===== src/rtl/mem_bus_arbiter.sv =====
// ============================================================================
// mem_bus_arbiter
// Shares one memory bus port between instruction fetch (I) and the
// memory-stage data request (D). The winner's request is latched into the
// m_* registers, issued, and its response is routed back to the owner.
// At most one transaction is outstanding at any time.
//
// Optional feature macro: ARB_TIMEOUT_EN
//   defined   -> WAIT-state watchdog of TIMEOUT_CYC cycles; on expiry the
//                owner gets rvalid with rdata=0 and bus_err pulses.
//   undefined -> WAIT lasts until m_rvalid; bus_err tied low.
//
// Ports
//   clk, resetn                  clock, synchronous active-low reset
//   i_req/i_addr                 fetch request (held until i_ready)
//   i_ready/i_rvalid/i_rdata     fetch accept pulse, response pulse and data
//   d_req/d_addr/d_wstrb/
//   d_wdata/d_size               data request (held until d_ready)
//   d_ready/d_rvalid/d_rdata     data accept pulse, response pulse and data
//   m_req/m_addr/m_wstrb/
//   m_wdata/m_size               bus request (registered)
//   m_ack/m_rvalid/m_rdata       bus accept, response valid and data
//   busy                         FSM not in IDLE
//   bus_err                      watchdog expiry pulse
// ============================================================================
module mem_bus_arbiter #(
    parameter int unsigned STARVE_LIMIT = 4,
    parameter int unsigned TIMEOUT_CYC  = 255
) (
    input  logic        clk,
    input  logic        resetn,
    input  logic        i_req,
    input  logic [31:0] i_addr,
    output logic        i_ready,
    output logic        i_rvalid,
    output logic [31:0] i_rdata,
    input  logic        d_req,
    input  logic [31:0] d_addr,
    input  logic [3:0]  d_wstrb,
    input  logic [31:0] d_wdata,
    input  logic [2:0]  d_size,
    output logic        d_ready,
    output logic        d_rvalid,
    output logic [31:0] d_rdata,
    output logic        m_req,
    output logic [31:0] m_addr,
    output logic [3:0]  m_wstrb,
    output logic [31:0] m_wdata,
    output logic [2:0]  m_size,
    input  logic        m_ack,
    input  logic        m_rvalid,
    input  logic [31:0] m_rdata,
    output logic        busy,
    output logic        bus_err
);

    // msize_t encoding: access size in bytes
    localparam logic [2:0] MSIZE4 = 3'd4;

    localparam int unsigned STARVE_W =
        ($clog2(STARVE_LIMIT + 1) > 0) ? $clog2(STARVE_LIMIT + 1) : 1;

    typedef enum logic [2:0] {
        IDLE    = 3'd0,
        ISSUE_I = 3'd1,
        ISSUE_D = 3'd2,
        WAIT_I  = 3'd3,
        WAIT_D  = 3'd4
    } state_t;

    state_t              state;
    logic [STARVE_W-1:0] starve_cnt;
    logic                timeout;
    logic                in_wait;
    logic                d_wins;

    assign in_wait = (state == WAIT_I) || (state == WAIT_D);

    // D wins unless I has been starved for STARVE_LIMIT grants in a row
    assign d_wins = d_req && !(i_req && (starve_cnt == STARVE_W'(STARVE_LIMIT)));

`ifdef ARB_TIMEOUT_EN
    localparam int unsigned WDOG_W =
        ($clog2(TIMEOUT_CYC + 1) > 8) ? $clog2(TIMEOUT_CYC + 1) : 8;

    logic [WDOG_W-1:0] wdog;

    // Fires in the TIMEOUT_CYC-th WAIT cycle; a real response takes priority
    assign timeout = in_wait && !m_rvalid && (wdog == WDOG_W'(TIMEOUT_CYC - 1));
    assign bus_err = timeout;

    // Watchdog: cleared on entry to WAIT, counts each WAIT cycle
    always_ff @(posedge clk) begin
        if (!resetn) begin
            wdog <= '0;
        end else if (((state == ISSUE_I) || (state == ISSUE_D)) && m_ack) begin
            wdog <= '0;
        end else if (in_wait) begin
            wdog <= wdog + WDOG_W'(1);
        end
    end
`else
    assign timeout = 1'b0;
    // TIMEOUT_CYC only has meaning with the watchdog present
    assign bus_err = 1'b0 && (TIMEOUT_CYC != 0);
`endif

    // Arbitration, request latching and transaction sequencing
    always_ff @(posedge clk) begin
        if (!resetn) begin
            state      <= IDLE;
            starve_cnt <= '0;
            m_req      <= 1'b0;
            busy       <= 1'b0;
            m_addr     <= '0;
            m_wstrb    <= '0;
            m_wdata    <= '0;
            m_size     <= MSIZE4;
        end else begin
            case (state)
                IDLE: begin
                    if (d_wins) begin
                        state   <= ISSUE_D;
                        m_req   <= 1'b1;
                        busy    <= 1'b1;
                        m_addr  <= d_addr;
                        m_wstrb <= d_wstrb;
                        m_wdata <= d_wdata;
                        m_size  <= d_size;
                        if (!i_req) begin
                            starve_cnt <= '0;
                        end else if (starve_cnt != STARVE_W'(STARVE_LIMIT)) begin
                            starve_cnt <= starve_cnt + STARVE_W'(1);
                        end
                    end else if (i_req) begin
                        state      <= ISSUE_I;
                        m_req      <= 1'b1;
                        busy       <= 1'b1;
                        m_addr     <= i_addr;
                        m_wstrb    <= 4'b0000;
                        m_wdata    <= '0;
                        m_size     <= MSIZE4;
                        starve_cnt <= '0;
                    end
                end

                ISSUE_I, ISSUE_D: begin
                    // m_rvalid without m_ack is a protocol violation and ignored
                    if (m_ack) begin
                        m_req <= 1'b0;
                        if (m_rvalid) begin
                            state <= IDLE;
                            busy  <= 1'b0;
                        end else begin
                            state <= (state == ISSUE_I) ? WAIT_I : WAIT_D;
                        end
                    end
                end

                WAIT_I, WAIT_D: begin
                    if (m_rvalid || timeout) begin
                        state <= IDLE;
                        busy  <= 1'b0;
                    end
                end

                default: begin
                    state <= IDLE;
                    m_req <= 1'b0;
                    busy  <= 1'b0;
                end
            endcase
        end
    end

    // Accept/response routing; rdata passes straight through from the bus
    always_comb begin
        i_ready  = 1'b0;
        i_rvalid = 1'b0;
        i_rdata  = '0;
        d_ready  = 1'b0;
        d_rvalid = 1'b0;
        d_rdata  = '0;
        case (state)
            ISSUE_I: begin
                i_ready = m_ack;
                if (m_ack && m_rvalid) begin
                    i_rvalid = 1'b1;
                    i_rdata  = m_rdata;
                end
            end
            ISSUE_D: begin
                d_ready = m_ack;
                if (m_ack && m_rvalid) begin
                    d_rvalid = 1'b1;
                    d_rdata  = m_rdata;
                end
            end
            WAIT_I: begin
                if (m_rvalid) begin
                    i_rvalid = 1'b1;
                    i_rdata  = m_rdata;
                end else if (timeout) begin
                    i_rvalid = 1'b1;
                end
            end
            WAIT_D: begin
                if (m_rvalid) begin
                    d_rvalid = 1'b1;
                    d_rdata  = m_rdata;
                end else if (timeout) begin
                    d_rvalid = 1'b1;
                end
            end
            default: begin
            end
        endcase
    end

endmodule


===== config.mk =====
export PLATFORM = sky130hd
export DESIGN_NAME = mem_bus_arbiter
export DESIGN_NICKNAME = d
export VERILOG_FILES = /design/src/rtl/mem_bus_arbiter.sv
export SDC_FILE = /design/constraint.sdc
export NUM_CORES = 1
export LEC_CHECK = 0
export ABC_AREA = 1
export BUFFER_PORTS_ARGS = -buffer_cell sky130_fd_sc_hd__buf_2
export CORE_MARGIN = 5
export CORE_UTILIZATION = 37
export CTS_CLUSTER_SIZE = 24
export DETAILED_ROUTE_END_ITERATION = 8
export GPL_ROUTABILITY_DRIVEN = 1
export PLACE_DENSITY = 0.88
export SYNTH_ARGS = -nofsm -noshare
export SYNTH_HDL_FRONTEND = slang
export SYNTH_SLANG_ARGS = --single-unit

===== constraint.sdc =====
create_clock -name clk -period 1.3 [get_ports clk]
set_input_delay 0.13 -clock clk [delete_from_list [all_inputs] [get_ports clk]]
set_output_delay 0.13 -clock clk [all_outputs]
set_load 0.01 [all_outputs]

==> results_dict.tcl <==
set metrics [dict create \
    violations "negative setup slack" \
    gp_congestion 0.924 \
    dpl_worst_slack_ps -163 \
    drtIter0Drc 376 \
    drc_errors 0 \
    rsz0062_at_grt "true" \
    vdd_drop_max_uv 1170 \
    cts_root_buf "clkbuf_8" \
    setup_ws_ps -629 \
    endpoint_kind "output pin" \
    hp-class "primary input to flip-flop" \
    grt-ovfl-total 0 \
    crit_fanout 7 \
    drive_above_1_share_pct 59.7 \
    clk_pin_slew_ps 90 \
    power_uw 15900 \
    rr_startpoint "state[2]$_SDFFE_PN0P_" \
    synthTopCellsByCount "164 x nand2_1, 80 x nor2_1, 79 x dfxtp_1, 77 x inv_1" \
    grt.total_usage_pct 25.4 \
    place_inst 995 \
    ctsHoldBuffers 0 \
    instances_no_fill 1064 \
    syn-cell-area_um2 3800 \
    synthToLayoutAreaGrowth_pct 104 \
    htree_num_levels 3 \
    cts_tree "yes" \
    max_freq_mhz 518 \
    chipHeight_um 111 \
    period_share_pct 148 \
    synth_top_flop_cell "dfxtp_1" \
    fin_area_um2 7750 \
    rrSetupSlack_ps -430 \
    syn_avg_cell_area_um2 6.60 \
    syn_nets 719 \
    hold_end "m_wdata[2]$_SDFFE_PN0P_" \
    p_leak_uw 0.00401 \
    port_buffers 281 \
    ys_seq_area_share_pct 41.6 \
    grt_max_degree 28 \
    postSynthCellCount 576 \
    yosysMostFrequentCell "nand2_1" \
    die_area_um2 12400 \
    start_kind "flip-flop" \
    rows 37 \
    cts_buffers 9 \
    power_per_cell_area_nw_per_um2 2050 \
    clk_latency_ps 350 \
    ys_types 23 \
    grt_pass1_wl_um 25700 \
    worstHoldStart "d_wdata[2]" \
    die_x_um 111 \
    initial_core_util_pct 37.3 \
    synth_warnings 0 \
    cts.path.max_buffers 2 \
    route.final.wire_length_um 19500 \
    ff2ff_path_depth 11 \
    whs_ps 19.9 \
    period_needed_ps 1930 \
    synth_edf_count 0 \
    hold_violations 0 \
    skew_ps 19.0 \
    antenna_found_initial 4 \
    ys_ff_latch 79 \
    drt_pre_antenna_iters 5 \
    critPathArrivalTime_ps 1800 \
    outcome "complete, but fails checks" \
    core_area_um2 10200 \
    synthTopCellsByArea "dfxtp_1 42%, nand2_1 16%, nor2_1 7.9%" \
    synthArstFlopShare_pct 0 \
    critical_path_class "flip-flop to output pin" \
    ant_nets 0 \
    synth_top_area_cell "dfxtp_1" \
    setup_viol 147 \
    clock-sinks 79 \
    cap_viol_max_count 0 \
    hold_depth 3 \
    slew_viol_final 0 \
    yosysTopAreaCellShare_pct 41.6 \
    placed_area_um2 5880 \
    io_pins 283 \
    place_hpwl_um 11000 \
    wl_per_cell_um 18.3 \
    final_nets 1062 \
    vias 5412 \
    rr_endpoint "m_addr[31]$_SDFFE_PN0P_" \
    grt_pass1_vias 5234 \
    vias_per_cell 5.09 \
    cp.required_ps 1170 \
]
[critical path: stages (launching register included)]
cell	delay [ps]
dfxtp_4	370
nor2_4	120
nand2_2	70
o21ai_2	130
inv_2	60
nor2_4	150
inv_6	80
buf_8	160
nor2_1	150
buf_2	170
[how the worst max path moves through the flow]
| stage | depth (start not counted) | start | slack (ps) | endpoint |
|---|---|---|---|---|
| floorplan | 9 | state[0]$_SDFFE_PN0P_ | -60 | d_rdata[10] |
| global placement | 9 | state[2]$_SDFFE_PN0P_ | -130 | d_rdata[10] |
| detailed placement | 9 | state[0]$_SDFFE_PN0P_ | -160 | d_rdata[6] |
| CTS | 9 | state[2]$_SDFFE_PN0P_ | -490 | d_rdata[7] |
| global route | 9 | state[1]$_SDFFE_PN0P_ | -700 | d_rdata[31] |
| finish | 9 | state[2]$_SDFFE_PN0P_ | -630 | d_rdata[31] |
[power by group]
group / total, uW / internal (uW) / switching, uW / leakage, uW
combinational: 10200 / 5320 / 4880 / 0.00326
sequential: 3800 / 3280 / 518 / 0.000652
clock: 1930 / 960 / 969 / 0.000101
[logic make-up (layout without fill, tap and decap cells)]
family	Yosys count	in the layout	synth area share, %
adders and majority gates	2	2	0.658
xor gates and xnor gates	1	1	0.231
AOI/OAI and AO/OA	81	81	13.1
DFF	79	79	41.6
buffers and inverters	120	468	13.4
and+or+nand+nor	292	292	30.9
other	1	5	0.0987
[what timing repair did]
item,4_1_cts,5_1_grt
setup buffers,22,13
setup endpoints to repair,147,147
gates cloned,14,7
gates resized for setup,128,112
pin swaps,20,28
[per-stage QoR]
step	utilization, %	setup TNS (ps)
2_1_floorplan	-	-1940
3_3_place_gp	57.8	-10140
3_5_place_dp	57.8	-14580
4_1_cts	69.5	-53510
5_1_grt	76.1	-68030
6_report	76.1	-58540
[area by class of cell]
cell class,instances,area (um^2)
Inverter,82,325
Fill cell,651,2430
Antenna cell,4,10.0
Clock buffer,11,141
Timing Repair Buffer,370,2990
Clock inverter,5,63.8
Tap cell,136,170
Multi-Input combinational cell,377,2460
Sequential cell,79,1590
[metal layers]
layer	vias to the layer above	part of all wire [%]	GRT usage, %
met3	87	8.2	6.74
li1	2484	-	-
met2	334	52	45.5
met4	0	5.7	14.3
met5	-	0	0
met1	2507	34	26.9
[layout by cell type, fill, tap and decap left out, types with 2 or more instances in the layout]
cell type / count
buf_2: 237
nand2_1: 126
dfxtp_1: 76
inv_1: 74
buf_6: 55
nor2_4: 52
buf_4: 38
nand2_2: 36
o211ai_1: 32
a21oi_2: 23
nand3_2: 20
nand3_1: 20
buf_12: 20
a21oi_1: 19
nor2_1: 15
nor2_2: 15
clkbuf_8: 10
buf_16: 8
clkbuf_16: 6
diode_2: 4
inv_2: 4
inv_6: 4
buf_8: 4
nand2_4: 3
nand4_1: 3
dfxtp_4: 3
o21ai_2: 2
nand3_4: 2
clkinv_4: 2
bufbuf_16: 2
[registers in the layout, summed over array words and instances (netlist names)]
register    count
m_addr         32
m_wdata        32
m_wstrb         4
m_size          3
starve_cnt      3
state           3
busy            1
m_req           1
Note: power is estimated with default switching activity, not from simulation.
